`src/rtl/uart_tx_ctrl_if.sv`:
```
// Bus bundle between the control register and the UART transmit engine.
// The register side (master) supplies the control word and the byte to send.
// The engine side (slave) returns the serial line, the busy flag and the
// SEND-clearing write-back.
interface uart_tx_ctrl_if #(
    parameter int N = 32
);
    logic [N-1:0] control_i;
    logic [7:0]   data_i;
    logic         tx_o;
    logic         busy_o;
    logic         ctrl_wr_o;
    logic [N-1:0] ctrl_o;

    modport master (
        output control_i,
        output data_i,
        input  tx_o,
        input  busy_o,
        input  ctrl_wr_o,
        input  ctrl_o
    );

    modport slave (
        input  control_i,
        input  data_i,
        output tx_o,
        output busy_o,
        output ctrl_wr_o,
        output ctrl_o
    );
endinterface

```
`src/rtl/uart_tx_ctrl.sv`:
```
// UART 8N1 transmit engine driven by the SEND bit of a control register.
// When SEND is seen in IDLE, the engine latches the byte and sends the frame
// start, 8 data bits LSB first, then stop. It then spends one DONE cycle
// writing the control word back with SEND cleared, which acknowledges the
// request to the CPU.
module uart_tx_ctrl #(
    parameter int N            = 32,
    parameter int CLKS_PER_BIT = 10417
) (
    input logic           clk_i,
    input logic           rst_i,
    uart_tx_ctrl_if.slave bus
);
    localparam int            BW        = (CLKS_PER_BIT > 1) ? $clog2(CLKS_PER_BIT) : 1;
    localparam logic [BW-1:0] BAUD_LAST = BW'(CLKS_PER_BIT - 1);

    typedef enum logic [2:0] {
        IDLE,
        START,
        DATA,
        STOP,
        DONE
    } state_t;

    state_t        state;
    logic [BW-1:0] baud_cnt;
    logic [2:0]    bit_cnt;
    logic [7:0]    shift_q;
    logic          tx_q;
    logic          busy_q;
    logic          wr_q;
    logic          bit_end;

    assign bit_end       = (baud_cnt == BAUD_LAST);
    assign bus.tx_o      = tx_q;
    assign bus.busy_o    = busy_q;
    assign bus.ctrl_wr_o = wr_q;
    assign bus.ctrl_o    = {bus.control_i[N-1:1], 1'b0};

    // Frame sequencer: the outputs are registered, so each output takes the value of the state being entered.
    always_ff @(posedge clk_i) begin
        if (rst_i) begin
            state    <= IDLE;
            baud_cnt <= '0;
            bit_cnt  <= '0;
            shift_q  <= '0;
            tx_q     <= 1'b1;
            busy_q   <= 1'b0;
            wr_q     <= 1'b0;
        end else begin
            case (state)
                IDLE: begin
                    tx_q   <= 1'b1;
                    busy_q <= 1'b0;
                    wr_q   <= 1'b0;
                    if (bus.control_i[0]) begin
                        shift_q  <= bus.data_i;
                        baud_cnt <= '0;
                        bit_cnt  <= '0;
                        tx_q     <= 1'b0;
                        busy_q   <= 1'b1;
                        state    <= START;
                    end
                end
                START: begin
                    if (bit_end) begin
                        baud_cnt <= '0;
                        tx_q     <= shift_q[0];
                        state    <= DATA;
                    end else begin
                        baud_cnt <= baud_cnt + 1'b1;
                    end
                end
                DATA: begin
                    if (bit_end) begin
                        baud_cnt <= '0;
                        shift_q  <= shift_q >> 1;
                        bit_cnt  <= bit_cnt + 3'd1;
                        if (bit_cnt == 3'd7) begin
                            tx_q  <= 1'b1;
                            state <= STOP;
                        end else begin
                            tx_q <= shift_q[1];
                        end
                    end else begin
                        baud_cnt <= baud_cnt + 1'b1;
                    end
                end
                STOP: begin
                    if (bit_end) begin
                        baud_cnt <= '0;
                        tx_q     <= 1'b1;
                        wr_q     <= 1'b1;
                        state    <= DONE;
                    end else begin
                        baud_cnt <= baud_cnt + 1'b1;
                    end
                end
                DONE: begin
                    baud_cnt <= '0;
                    tx_q     <= 1'b1;
                    busy_q   <= 1'b0;
                    wr_q     <= 1'b0;
                    state    <= IDLE;
                end
                default: begin
                    baud_cnt <= '0;
                    tx_q     <= 1'b1;
                    busy_q   <= 1'b0;
                    wr_q     <= 1'b0;
                    state    <= IDLE;
                end
            endcase
        end
    end
endmodule

```
`src/flat_wrapper.sv`:
```
// flat-port wrapper written by rule: the top's interface ports become plain ports
module uart_tx_ctrl_flat 
#(
    parameter int N            = 32,
    parameter int CLKS_PER_BIT = 10417
)
  (clk_i, rst_i, bus_control_i, bus_data_i, bus_tx_o, bus_busy_o, bus_ctrl_wr_o, bus_ctrl_o);
  uart_tx_ctrl_if #(.N(N)) bus_i ();
  input logic clk_i;
  input logic rst_i;
  input wire logic [$bits(bus_i.control_i)-1:0] bus_control_i;
  input wire logic [$bits(bus_i.data_i)-1:0] bus_data_i;
  output wire logic [$bits(bus_i.tx_o)-1:0] bus_tx_o;
  output wire logic [$bits(bus_i.busy_o)-1:0] bus_busy_o;
  output wire logic [$bits(bus_i.ctrl_wr_o)-1:0] bus_ctrl_wr_o;
  output wire logic [$bits(bus_i.ctrl_o)-1:0] bus_ctrl_o;
  assign bus_i.control_i = bus_control_i;
  assign bus_i.data_i = bus_data_i;
  assign bus_tx_o = bus_i.tx_o;
  assign bus_busy_o = bus_i.busy_o;
  assign bus_ctrl_wr_o = bus_i.ctrl_wr_o;
  assign bus_ctrl_o = bus_i.ctrl_o;
  uart_tx_ctrl #(.N(N), .CLKS_PER_BIT(CLKS_PER_BIT)) u_core (.clk_i(clk_i), .rst_i(rst_i), .bus(bus_i));
endmodule
```
`config.mk`:
```
export PLATFORM = sky130hd
export DESIGN_NAME = uart_tx_ctrl_flat
export DESIGN_NICKNAME = d
export VERILOG_FILES = /design/src/rtl/uart_tx_ctrl_if.sv /design/src/rtl/uart_tx_ctrl.sv /design/src/flat_wrapper.sv
export SDC_FILE = /design/constraint.sdc
export NUM_CORES = 1
export LEC_CHECK = 0
export CORE_UTILIZATION = 40
export DETAILED_ROUTE_END_ITERATION = 12
export DONT_BUFFER_PORTS = 1
export MAX_ROUTING_LAYER = met4
export PLACE_DENSITY = 0.55
export SLEW_MARGIN = 20
export SYNTH_ARGS = -nofsm -noshare
export SYNTH_HDL_FRONTEND = slang
export SYNTH_SLANG_ARGS = --single-unit
```
`constraint.sdc`:
```
create_clock -name clk_i -period 2 [get_ports clk_i]
set_input_delay 0.4 -clock clk_i [delete_from_list [all_inputs] [get_ports clk_i]]
set_output_delay 0.4 -clock clk_i [all_outputs]
set_load 0.005 [all_outputs]
```
==> results of run 1 <==
==> layer usage <==
metal	part of all wire [%]	vias up	routed length, µm
met5	0	-	0
met4	1.7	0	61
met3	6.1	9	212
met2	46	31	1620
met1	46	644	1610
li1	-	690	-
==> cell type report <==
type | instances | area (µm²)
Clock buffer | 8 | 100
Sequential cell | 31 | 623
Inverter | 4 | 15.0
Timing Repair Buffer | 20 | 150
Fill cell | 429 | 2470
Multi-Input combinational cell | 139 | 928
Tap cell | 52 | 65.1
==> per-stage QoR <==
step | hold WS, ns | cells | setup WS [ns]
floorplan | 0.448 | 216 | 0.00336
global placement | 0.457 | 245 | -0.000338
detailed placement | 0.467 | 245 | -0.0581
CTS | 0.163 | 253 | 0.0139
global route | 0.156 | 254 | -0.0273
finish | 0.168 | 254 | 0.0531
==> power by group through the flow <==
stage          combinational (W)  clock, W  sequential [W]
5_1_grt                 0.000204  0.000593        0.000667
4_1_cts                 0.000179  0.000561        0.000663
2_1_floorplan           0.000180         0        0.000671
3_5_place_dp            0.000178         0        0.000676
3_3_place_gp            0.000174         0        0.000676
6_report                0.000184  0.000549        0.000663
==> state kept, by name (all words and copies together) (netlist names) <==
register and count:
u_core.bus.ctrl_wr_o 1, u_core.bus.tx_o 1, u_core.shift_q 8, u_core.state 3
u_core.bus.busy_o 1, u_core.bit_cnt 3, u_core.baud_cnt 14
==> cell usage after synthesis, drive strengths merged <==
master,instances,area [µm²]
or4,2,18.8
buf,36,267
nand2b,5,31.3
and2,1,6.26
xnor2,2,17.5
a22oi,1,7.51
nand2,17,68.8
nor2,26,97.6
nand3,7,35.0
nand4,6,37.5
conb,1,3.75
o31a,1,8.76
a311o,2,20.0
nor3,11,60.1
or3,1,6.26
clkbuf,6,22.5
xor2,7,61.3
or4b,4,40.0
ha,4,50.1
dfxtp,31,621
nor4,7,65.1
mux2i,7,70.1
o21ai,4,20.0
o31ai,1,7.51
and4,2,17.5
a211oi,7,52.6
inv,4,15.0
nand3b,1,7.51
a21oi,12,71.3
==> worst reg2reg max path, stage by stage (launching register included) <==
cell and delay (ns):
dfxtp_2 0.32, inv_2 0.07, ha_4 0.12, or4b_4 0.44, or4_4 0.47, nand2_4 0.10, nor4_1 0.05, a311o_1 0.27
==> logic make-up after synthesis <==
logic type	after synthesis	share of synthesized area, %
other	1	0.208
xor gates and xnor gates	9	4.36
AOI/OAI and AO/OA	28	10.4
muxes	7	3.88
DFF	31	34.3
buffers and inverters	46	16.8
and+or+nand+nor	90	27.2
adders and majority gates	4	2.77
==> how the worst max path moves through the flow <==
stage	start	end	cells past startpoint	slack [ns]
6_report	u_core.baud_cnt[1]	u_core.baud_cnt[13]	7	0.05
5_1_grt	u_core.baud_cnt[1]	u_core.baud_cnt[13]	7	-0.03
4_1_cts	u_core.baud_cnt[1]	u_core.baud_cnt[9]	7	0.01
3_5_place_dp	u_core.baud_cnt[1]	u_core.bit_cnt[1]	7	-0.06
3_3_place_gp	u_core.baud_cnt[1]	u_core.baud_cnt[13]	7	-0.0003
2_1_floorplan	u_core.baud_cnt[1]	u_core.baud_cnt[9]	7	0.003
==> timing repair <==
action	in CTS	in global routing
hold buffers	0	0
gates resized for setup	1	4
endpoints found under the setup margin	5	15
buffers inserted	0	1
pin swaps	1	1
==> metrics.md, run 1 <==
| Metric | Value |
|---|---|
| Clk_lat worst skew | `0.28 ns` |
| Total CTS buffers | `5` |
| WHS Endpoint | `u_core.bit_cnt[2]` |
| Cell-internal power | `0.00105 W` |
| Final Util | `43.2%` |
| Final setup viols | `0` |
| Clock power share | `39.3%` |
| Layout area overhead | `4.15%` |
| Placer Congestion | `0.809` |
| IO Count | `77` |
| Initial Util | `around 41%` |
| Status | `complete, no violations` |
| Synthesis-stage register bit count | `31` |
| Sw frac | `25.0%` |
| Gr usage total | `between 15 and 20%` |
| N_diodes | `0` |
| Seq/Total Area, Yosys | `approximately a third` |
| Largest net degree at the start of global routing | `21` |
| Hold path depth | `1` |
| Logic pwr share | `13.2%` |
| Count of cell types in the netlist | `39` |
| Design Area, Final | `1880 µm²` |
| DRT iter0 DRCs | `54` |
| CP Data Arrival Time | `2.12 ns` |
| Final min period | `between 1.5 and 2 ns` |
| Max FO, Critical Path | `4` |
| Setup Crit Path Kind | `flip-flop to flip-flop` |
| Required @ worst endpoint | `between 2 and 2.5 ns` |
| CTS max path bufs | `2` |
| CP Cell Sequence | `inv_2, ha_4, or4b_4, or4_4, nand2_4, nor4_1, a311o_1` |
| Leakage | `0.717 nW` |
| Hold path start | `rst_i` |
| Total Power | `0.00140 W` |
| GR Overflow Total | `0` |
| Crit-path slowest cell | `or4_4` |
| TritonCTS clock tree | `built` |
| Final period utilization | `between 90% and 100%` |
| Drt first pass iters | `5` |
| Crit path launch type | `flip-flop` |
| Mapped Area | `between 1500 and 2000 µm²` |
| Reg2Reg Setup Slack | `0.05 ns` |
| Setup tns final | `0 ns` |
| Core Area | `4350 µm²` |
| R2R Path End | `u_core.baud_cnt[13]` |
| Worst setup EP type | `flip-flop` |
| Sw Pwr | `roughly 0.00035 W` |
| Clock-pin slew on the worst setup and hold paths | `0.07 ns` |
| R2R Path Start | `u_core.baud_cnt[1]` |
| Chip Height | `69.2 µm` |
| DR DRC count | `0` |
| Layout cells sized above 1 | `around 22%` |
| Reg power frac | `a little under half` |
| Largest delay contributor family on the critical path | `simple AND/OR/NAND/NOR gates` |
| Power Dens Cells | `between 700 and 800 nW/µm²` |
| Depth of the CTS H-tree | `2` |
| Final WL | `3500 µm` |
| CTS sink cnt | `31` |
| Wire length per cell | `roughly 14 µm` |
| Final HPWL DP | `between 2000 and 3000 µm` |
| Nets | `247` |
| Vias/cell | `5.41` |
| Worst r2r path cells | `7` |
| Mapped Cells | `216` |
| Routed Antenna Nets | `0` |
| Peak Freq | `between 500 and 600 MHz` |
| Slowest cell delay on critical path | `0.47 ns` |
| Grt met2 use | `23.9%` |
| Final Max Tran Viols | `0` |
| # port buffers | `0` |
| MaxCap Viol Count | `0` |
| Most frequent cells in the layout | `29 x dfxtp_1, 26 x nor2_1, 20 x buf_4` |
| Final hold vios | `0` |
| Max VDD drop | `0.313 mV` |
| Total number of vias | `1374` |
| RSZ-0062 raised after global routing | `true` |
| Met1 Use GR | `between 20% and 30%` |
| Buf/Inv on CP | `1` |
| Initial antenna violation count | `0` |
| Synth Net Count | `262` |
| Syn avg cell area | `approximately 8.4 µm²` |
| Met3 Use GR | `5.52%` |
| Vias in the first global route | `1334` |
| Global-route wire length before repair | `6010 µm` |
| Die ar. | `4790 µm²` |
| Commonest non-fill, non-tap cell in the layout | `dfxtp_1` |
| Placed instance area | `1750 µm²` |
| Row Count | `24` |
| Yosys warnings | `0` |
| Die width | `69.2 µm` |
| Root Buffer | `clkbuf_8` |
| Hold crit path type | `primary input to flip-flop` |
| Gr busiest metal | `met2` |
| Clock skew | `between 0.007 and 0.008 ns` |
Power figures use the tool's default switching activity.
==> inputs of run 2 (changes only) <==
Settings changed: CORE_MARGIN set to 4, SETUP_SLACK_MARGIN set to 0.4.
==> run 2 against run 1 <==
  * Combinational power grew 41%
  * Global-route usage shrank 0.52 points
  * Sequential cell count is the same
  * Largest power group unchanged
==> metrics.md, run 2 (synthesis results as in run 1) <==
| Metric | Value |
|---|---|
| Placer Congestion | `0.824` |
| Routed Antenna Nets | `0` |
| Total number of vias | `1428` |
| Peak Freq | `~500 MHz` |
| CTS sink cnt | `31` |
| # port buffers | `0` |
| DRT iter0 DRCs | `105` |
| Chip Height | `about 75 µm` |
| Row Count | `24` |
| Fin cells | `259` |
| Setup Crit Path Kind | `flip-flop to flip-flop` |
| Slowest cell delay on critical path | `around 0.47 ns` |
| Clock-pin slew on the worst setup and hold paths | `0.07 ns` |
| Final Max Tran Viols | `0` |
| Total CTS buffers | `5` |
| Final HPWL DP | `around 2700 µm` |
| GR Overflow Total | `0` |
| TritonCTS clock tree | `built` |
| CTS max path bufs | `2` |
| Reg with most FFs | `u_core.baud_cnt` |
| Crit path launch type | `flip-flop` |
| Largest delay contributor family on the critical path | `simple AND/OR/NAND/NOR gates` |
| Final hold vios | `0` |
| Hold path depth | `1` |
| CP Cell Sequence | `inv_2, ha_4, or4b_4, nor4_4, nor3_4, and4_1, a311o_1` |
| Initial antenna violation count | `0` |
| N_diodes | `0` |
| MaxCap Viol Count | `0` |
| DP Cell Count | `246` |
| Nets | `253` |
| Leakage | `0.744 nW` |
| Largest net degree at the start of global routing | `21` |
| RSZ-0062 raised after global routing | `true` |
| Vias/cell | `5.51` |
| Crit-path slowest cell | `or4b_4` |
| Clk_lat worst skew | `between 0.2 and 0.3 ns` |
| Core Area | `4350 µm²` |
| Most frequent cells in the layout | `28 x dfxtp_1, 23 x buf_4, 16 x nor2_1` |
| Layout cells sized above 1 | `39.6%` |
| DR DRC count | `0` |
| Final WL | `4100 µm` |
| Gr usage total | `15.6%` |
| Root Buffer | `clkbuf_8` |
| Hold crit path type | `primary input to flip-flop` |
| Initial Util | `about two fifths` |
| Final min period | `1.98 ns` |
| Total Power | `0.00142 W` |
| Post-CTS Hold Buffers | `0` |
| Max VDD drop | `just under 0.4 mV` |
| Stages on worst setup path | `7` |
| Final period utilization | `98.8%` |
| Critical Path Sink | `u_core.baud_cnt[9]` |
| Max reg flops | `14` |
| Die width | `75.2 µm` |
| Worst setup EP type | `flip-flop` |
| Status | `complete, no violations` |
| IO Count | `a little under 80` |
| Final setup viols | `0` |
| Crit path launch | `u_core.baud_cnt[0]` |
| Power Dens Cells | `671 nW/µm²` |
| Global-route wire length before repair | `6510 µm` |
| Buf/Inv on CP | `1` |
| Max FO, Critical Path | `5` |
| CP Data Arrival Time | `2.15 ns` |
| Reg2Reg Setup Slack | `0.02 ns` |
| Required @ worst endpoint | `2.17 ns` |
| Worst r2r path cells | `7` |
| Largest registers | `u_core.baud_cnt (14), u_core.shift_q (8)` |
| Depth of the CTS H-tree | `2` |
| Drt first pass iters | `4` |
| Commonest non-fill, non-tap cell in the layout | `dfxtp_1` |
| Layout area overhead | `17.4%` |
| Die ar. | `5660 µm²` |
| Clock skew | `0.00660 ns` |
| Final WS setup | `0.0247 ns` |
| Vias in the first global route | `1386` |
| Post-Place Worst Slack | `-0.0745 ns` |
| Wire length per cell | `about 16 µm` |
| R2R Path Start | `u_core.baud_cnt[0]` |
| R2R Path End | `u_core.baud_cnt[9]` |
| Filler cells | `382` |
[run 2: metal layers]
layer  share of wire, %  global-route usage, %  up-vias  wire [µm]
li1                   -                      -      699          -
met1                 43                   18.7      679       1780
met2                 50                   24.4       39       2060
met3                5.2                   4.81       11        212
met4                1.3                   6.41        0         53
met5                  0                      -        -          0
[run 2: worst min-delay path by stage]
stage                      start                 to
2_1_floorplan  u_core.shift_q[7]  u_core.shift_q[7]
3_3_place_gp   u_core.bit_cnt[1]  u_core.bit_cnt[1]
3_5_place_dp               rst_i  u_core.bit_cnt[1]
4_1_cts                    rst_i  u_core.shift_q[5]
5_1_grt                    rst_i  u_core.shift_q[4]
6_report                   rst_i  u_core.bit_cnt[1]
[run 2: repair_timing]
item,4_1_cts,5_1_grt
pin swaps,5,11
gates resized for setup,23,33
gates cloned,1,0
setup endpoints to repair,31,31
setup buffers,2,3
[run 2: layout make-up]
type                            count  area (µm²)  area share [%]
Sequential cell                    31         624            29.4
Timing Repair Buffer               26         206            9.73
Multi-Input combinational cell    139        1120            52.9
Clock buffer                        6        82.6            3.89
Clock inverter                      1        5.00           0.236
Tap cell                           52        65.1            3.07
Inverter                            4        15.0           0.708
[run 2: per-stage QoR]
stage | setup TNS (ns) | instance area, µm² | utilization, % | hold WS [ns]
2_1_floorplan | 0 | 1840 | - | 0.448
6_report | 0 | 2120 | 48.7 | 0.179
5_1_grt | -0.226 | 2120 | 48.7 | 0.163
3_5_place_dp | -0.220 | 1760 | 40.3 | 0.467
3_3_place_gp | 0 | 1760 | 40.3 | 0.457
4_1_cts | 0 | 1950 | 44.9 | 0.173
[run 2: report_power, final]
group	total, W	internal [W]	switching (W)
combinational	0.000259	0.000128	0.000131
sequential	0.000666	0.000643	0.0000235
clock	0.000497	0.000270	0.000228
total	0.00142	0.00104	0.000382
==> inputs of run 3 (changes only) <==
Settings changed: CORE_UTILIZATION 40 to 56, PLACE_DENSITY 0.55 to 0.73.
==> run 3 against run 2 <==
  * Via count up 2.3%
  * Power down 11%
  * Global-route usage up 6.0 points
  * Cell area down 7.1%
  * Non-clock buffer count down 5
  * Combinational power down 16%
  * Sequential power about the same
  * First-iteration DRC count up 2.9%
  * Worst setup slack about the same
  * Critical path type unchanged
  * Largest cell class unchanged
  * Largest power group unchanged
  * Highest routed layer unchanged
==> metrics.md, run 3 (synthesis results as in run 1) <==
| Metric | Value |
|---|---|
| Nets | `248` |
| Max reg flops | `14` |
| IO Count | `between 70 and 80` |
| Depth of the CTS H-tree | `2` |
| Crit-path slowest cell | `or4_4` |
| Reg2Reg Setup Slack | `roughly 0.025 ns` |
| R2R Path End | `u_core.bit_cnt[1]` |
| Final min period | `1.98 ns` |
| Placed instance area | `between 1500 and 2000 µm²` |
| Final period utilization | `98.8%` |
| Vias/cell | `5.94` |
| Final HPWL DP | `2820 µm` |
| Final hold vios | `0` |
| Total number of vias | `roughly 1500` |
| TritonCTS clock tree | `built` |
| Gr usage total | `21.6%` |
| CP Cell Sequence | `inv_2, ha_4, or4b_4, or4_4, nor3_4, nand2_1, a21oi_2` |
| Row Count | `20` |
| Worst setup EP type | `flip-flop` |
| Reg with most FFs | `u_core.baud_cnt` |
| Largest registers | `u_core.baud_cnt (14), u_core.shift_q (8)` |
| Commonest non-fill, non-tap cell in the layout | `dfxtp_1` |
| Root Buffer | `clkbuf_4` |
| CP Data Arrival Time | `around 2.3 ns` |
| R2R Path Start | `u_core.baud_cnt[1]` |
| GR Overflow Total | `0` |
| DP Cell Count | `roughly 240` |
| Chip Height | `64.8 µm` |
| Hold path depth | `1` |
| Crit path launch | `u_core.baud_cnt[1]` |
| Setup Crit Path Kind | `flip-flop to flip-flop` |
| Final setup viols | `0` |
| Vias in the first global route | `1462` |
| Initial antenna violation count | `0` |
| Worst r2r path cells | `7` |
| Setup tns final | `0 ns` |
| MaxCap Viol Count | `0` |
| Slowest cell delay on critical path | `0.48 ns` |
| Final Util | `64.0%` |
| Die width | `64.8 µm` |
| Final WL | `4060 µm` |
| Core Area | `between 3000 and 4000 µm²` |
| Layout cells sized above 1 | `33.7%` |
| DRT iter0 DRCs | `108` |
| Max FO, Critical Path | `3` |
| Wire length per cell | `16.5 µm` |
| Status | `complete, no violations` |
| Leakage | `between 0.7 and 0.8 nW` |
| Global-route wire length before repair | `between 6000 and 7000 µm` |
| Most frequent cells in the layout | `27 x dfxtp_1, 19 x nor2_1, 18 x buf_4` |
| Final Max Tran Viols | `0` |
| Largest net degree at the start of global routing | `21` |
| Peak Freq | `506 MHz` |
| Post-CTS Hold Buffers | `0` |
| Crit path launch type | `flip-flop` |
| Initial Util | `58.7%` |
| Hold crit path type | `primary input to flip-flop` |
| Fin cells | `246` |
| Clock skew | `roughly 0.011 ns` |
| RSZ-0062 raised after global routing | `true` |
| Placer Congestion | `0.864` |
| WHS Endpoint | `u_core.bit_cnt[0]` |
| Hold path start | `rst_i` |
| Design Area, Final | `a little under 2000 µm²` |
| Layout area overhead | `9.00%` |
| Final WS setup | `0.0248 ns` |
| DR DRC count | `0` |
| Power Dens Cells | `640 nW/µm²` |
| Required @ worst endpoint | `2.28 ns` |
| # port buffers | `0` |
| Routed Antenna Nets | `0` |
| Die ar. | `4200 µm²` |
| Total CTS buffers | `5` |
| Post-Place Worst Slack | `-0.0532 ns` |
| CTS sink cnt | `31` |
| Clk_lat worst skew | `roughly 0.34 ns` |
| N_diodes | `0` |
| Clock-pin slew on the worst setup and hold paths | `~0.10 ns` |
| Drt first pass iters | `4` |
| CTS max path bufs | `2` |
| Max VDD drop | `0.360 mV` |
-- run 3: final cells by class --
cell class | count | area (µm²)
repair buffers | 21 | 169
clock inverters | 1 | 5.00
inverters | 4 | 15.0
well taps | 44 | 55.1
flip-flops and latches | 31 | 626
clock buffers | 6 | 51.3
multi-input cells | 139 | 1050
fillers | 257 | 1110
-- run 3: worst max-delay path by stage --
stage	cells after the start	to
3_3_place_gp	7	u_core.baud_cnt[13]
3_5_place_dp	7	u_core.bit_cnt[2]
6_report	7	u_core.bit_cnt[1]
5_1_grt	7	u_core.bit_cnt[1]
2_1_floorplan	7	u_core.baud_cnt[9]
4_1_cts	7	u_core.bit_cnt[1]
-- run 3: stage by stage --
stage | power (W) | hold slack, ns
3_3_place_gp | 0.000849 | 0.454
4_1_cts | 0.00125 | 0.0924
6_report | 0.00126 | 0.102
5_1_grt | 0.00133 | 0.0745
3_5_place_dp | 0.000856 | 0.455
2_1_floorplan | 0.000852 | 0.448
-- run 3: critical path, delay by kind of cell, from the launching register on --
| family | cells | cell delay [ns] |
|---|---|---|
| compound gates | 1 | 0.15 |
| fa+ha+maj | 1 | 0.12 |
| flops | 1 | 0.33 |
| buf+inv | 1 | 0.07 |
| simple gates | 4 | 1.24 |
-- run 3: timing repair --
| action | in CTS | in global routing |
|---|---|---|
| pin swaps | 10 | 3 |
| hold endpoints to repair | 0 | 0 |
| endpoints found under the setup margin | 30 | 30 |
| resized for setup | 24 | 15 |
| buffers inserted | 3 | 0 |
| cloned | 1 | 0 |
-- run 3: where the power goes --
| part | leakage, nW | internal, W | switching (W) | total [W] |
|---|---|---|---|---|
| Clock | 0.0341 | 0.000163 | 0.000215 | 0.000377 |
| Sequential | 0.254 | 0.000642 | 0.0000219 | 0.000664 |
| Combinational | 0.414 | 0.000103 | 0.000115 | 0.000218 |
| Total | 0.702 | 0.000907 | 0.000352 | 0.00126 |
-- run 3: routing by layer --
metal / share of wire [%] / track usage (%) / up-vias
met2: 45 / 32.1 / 41
met3: 7.6 / 6.59 / 48
met5: 0 / - / -
li1: - / - / 695
met4: 6.8 / 16.4 / 0
met1: 41 / 24.3 / 677
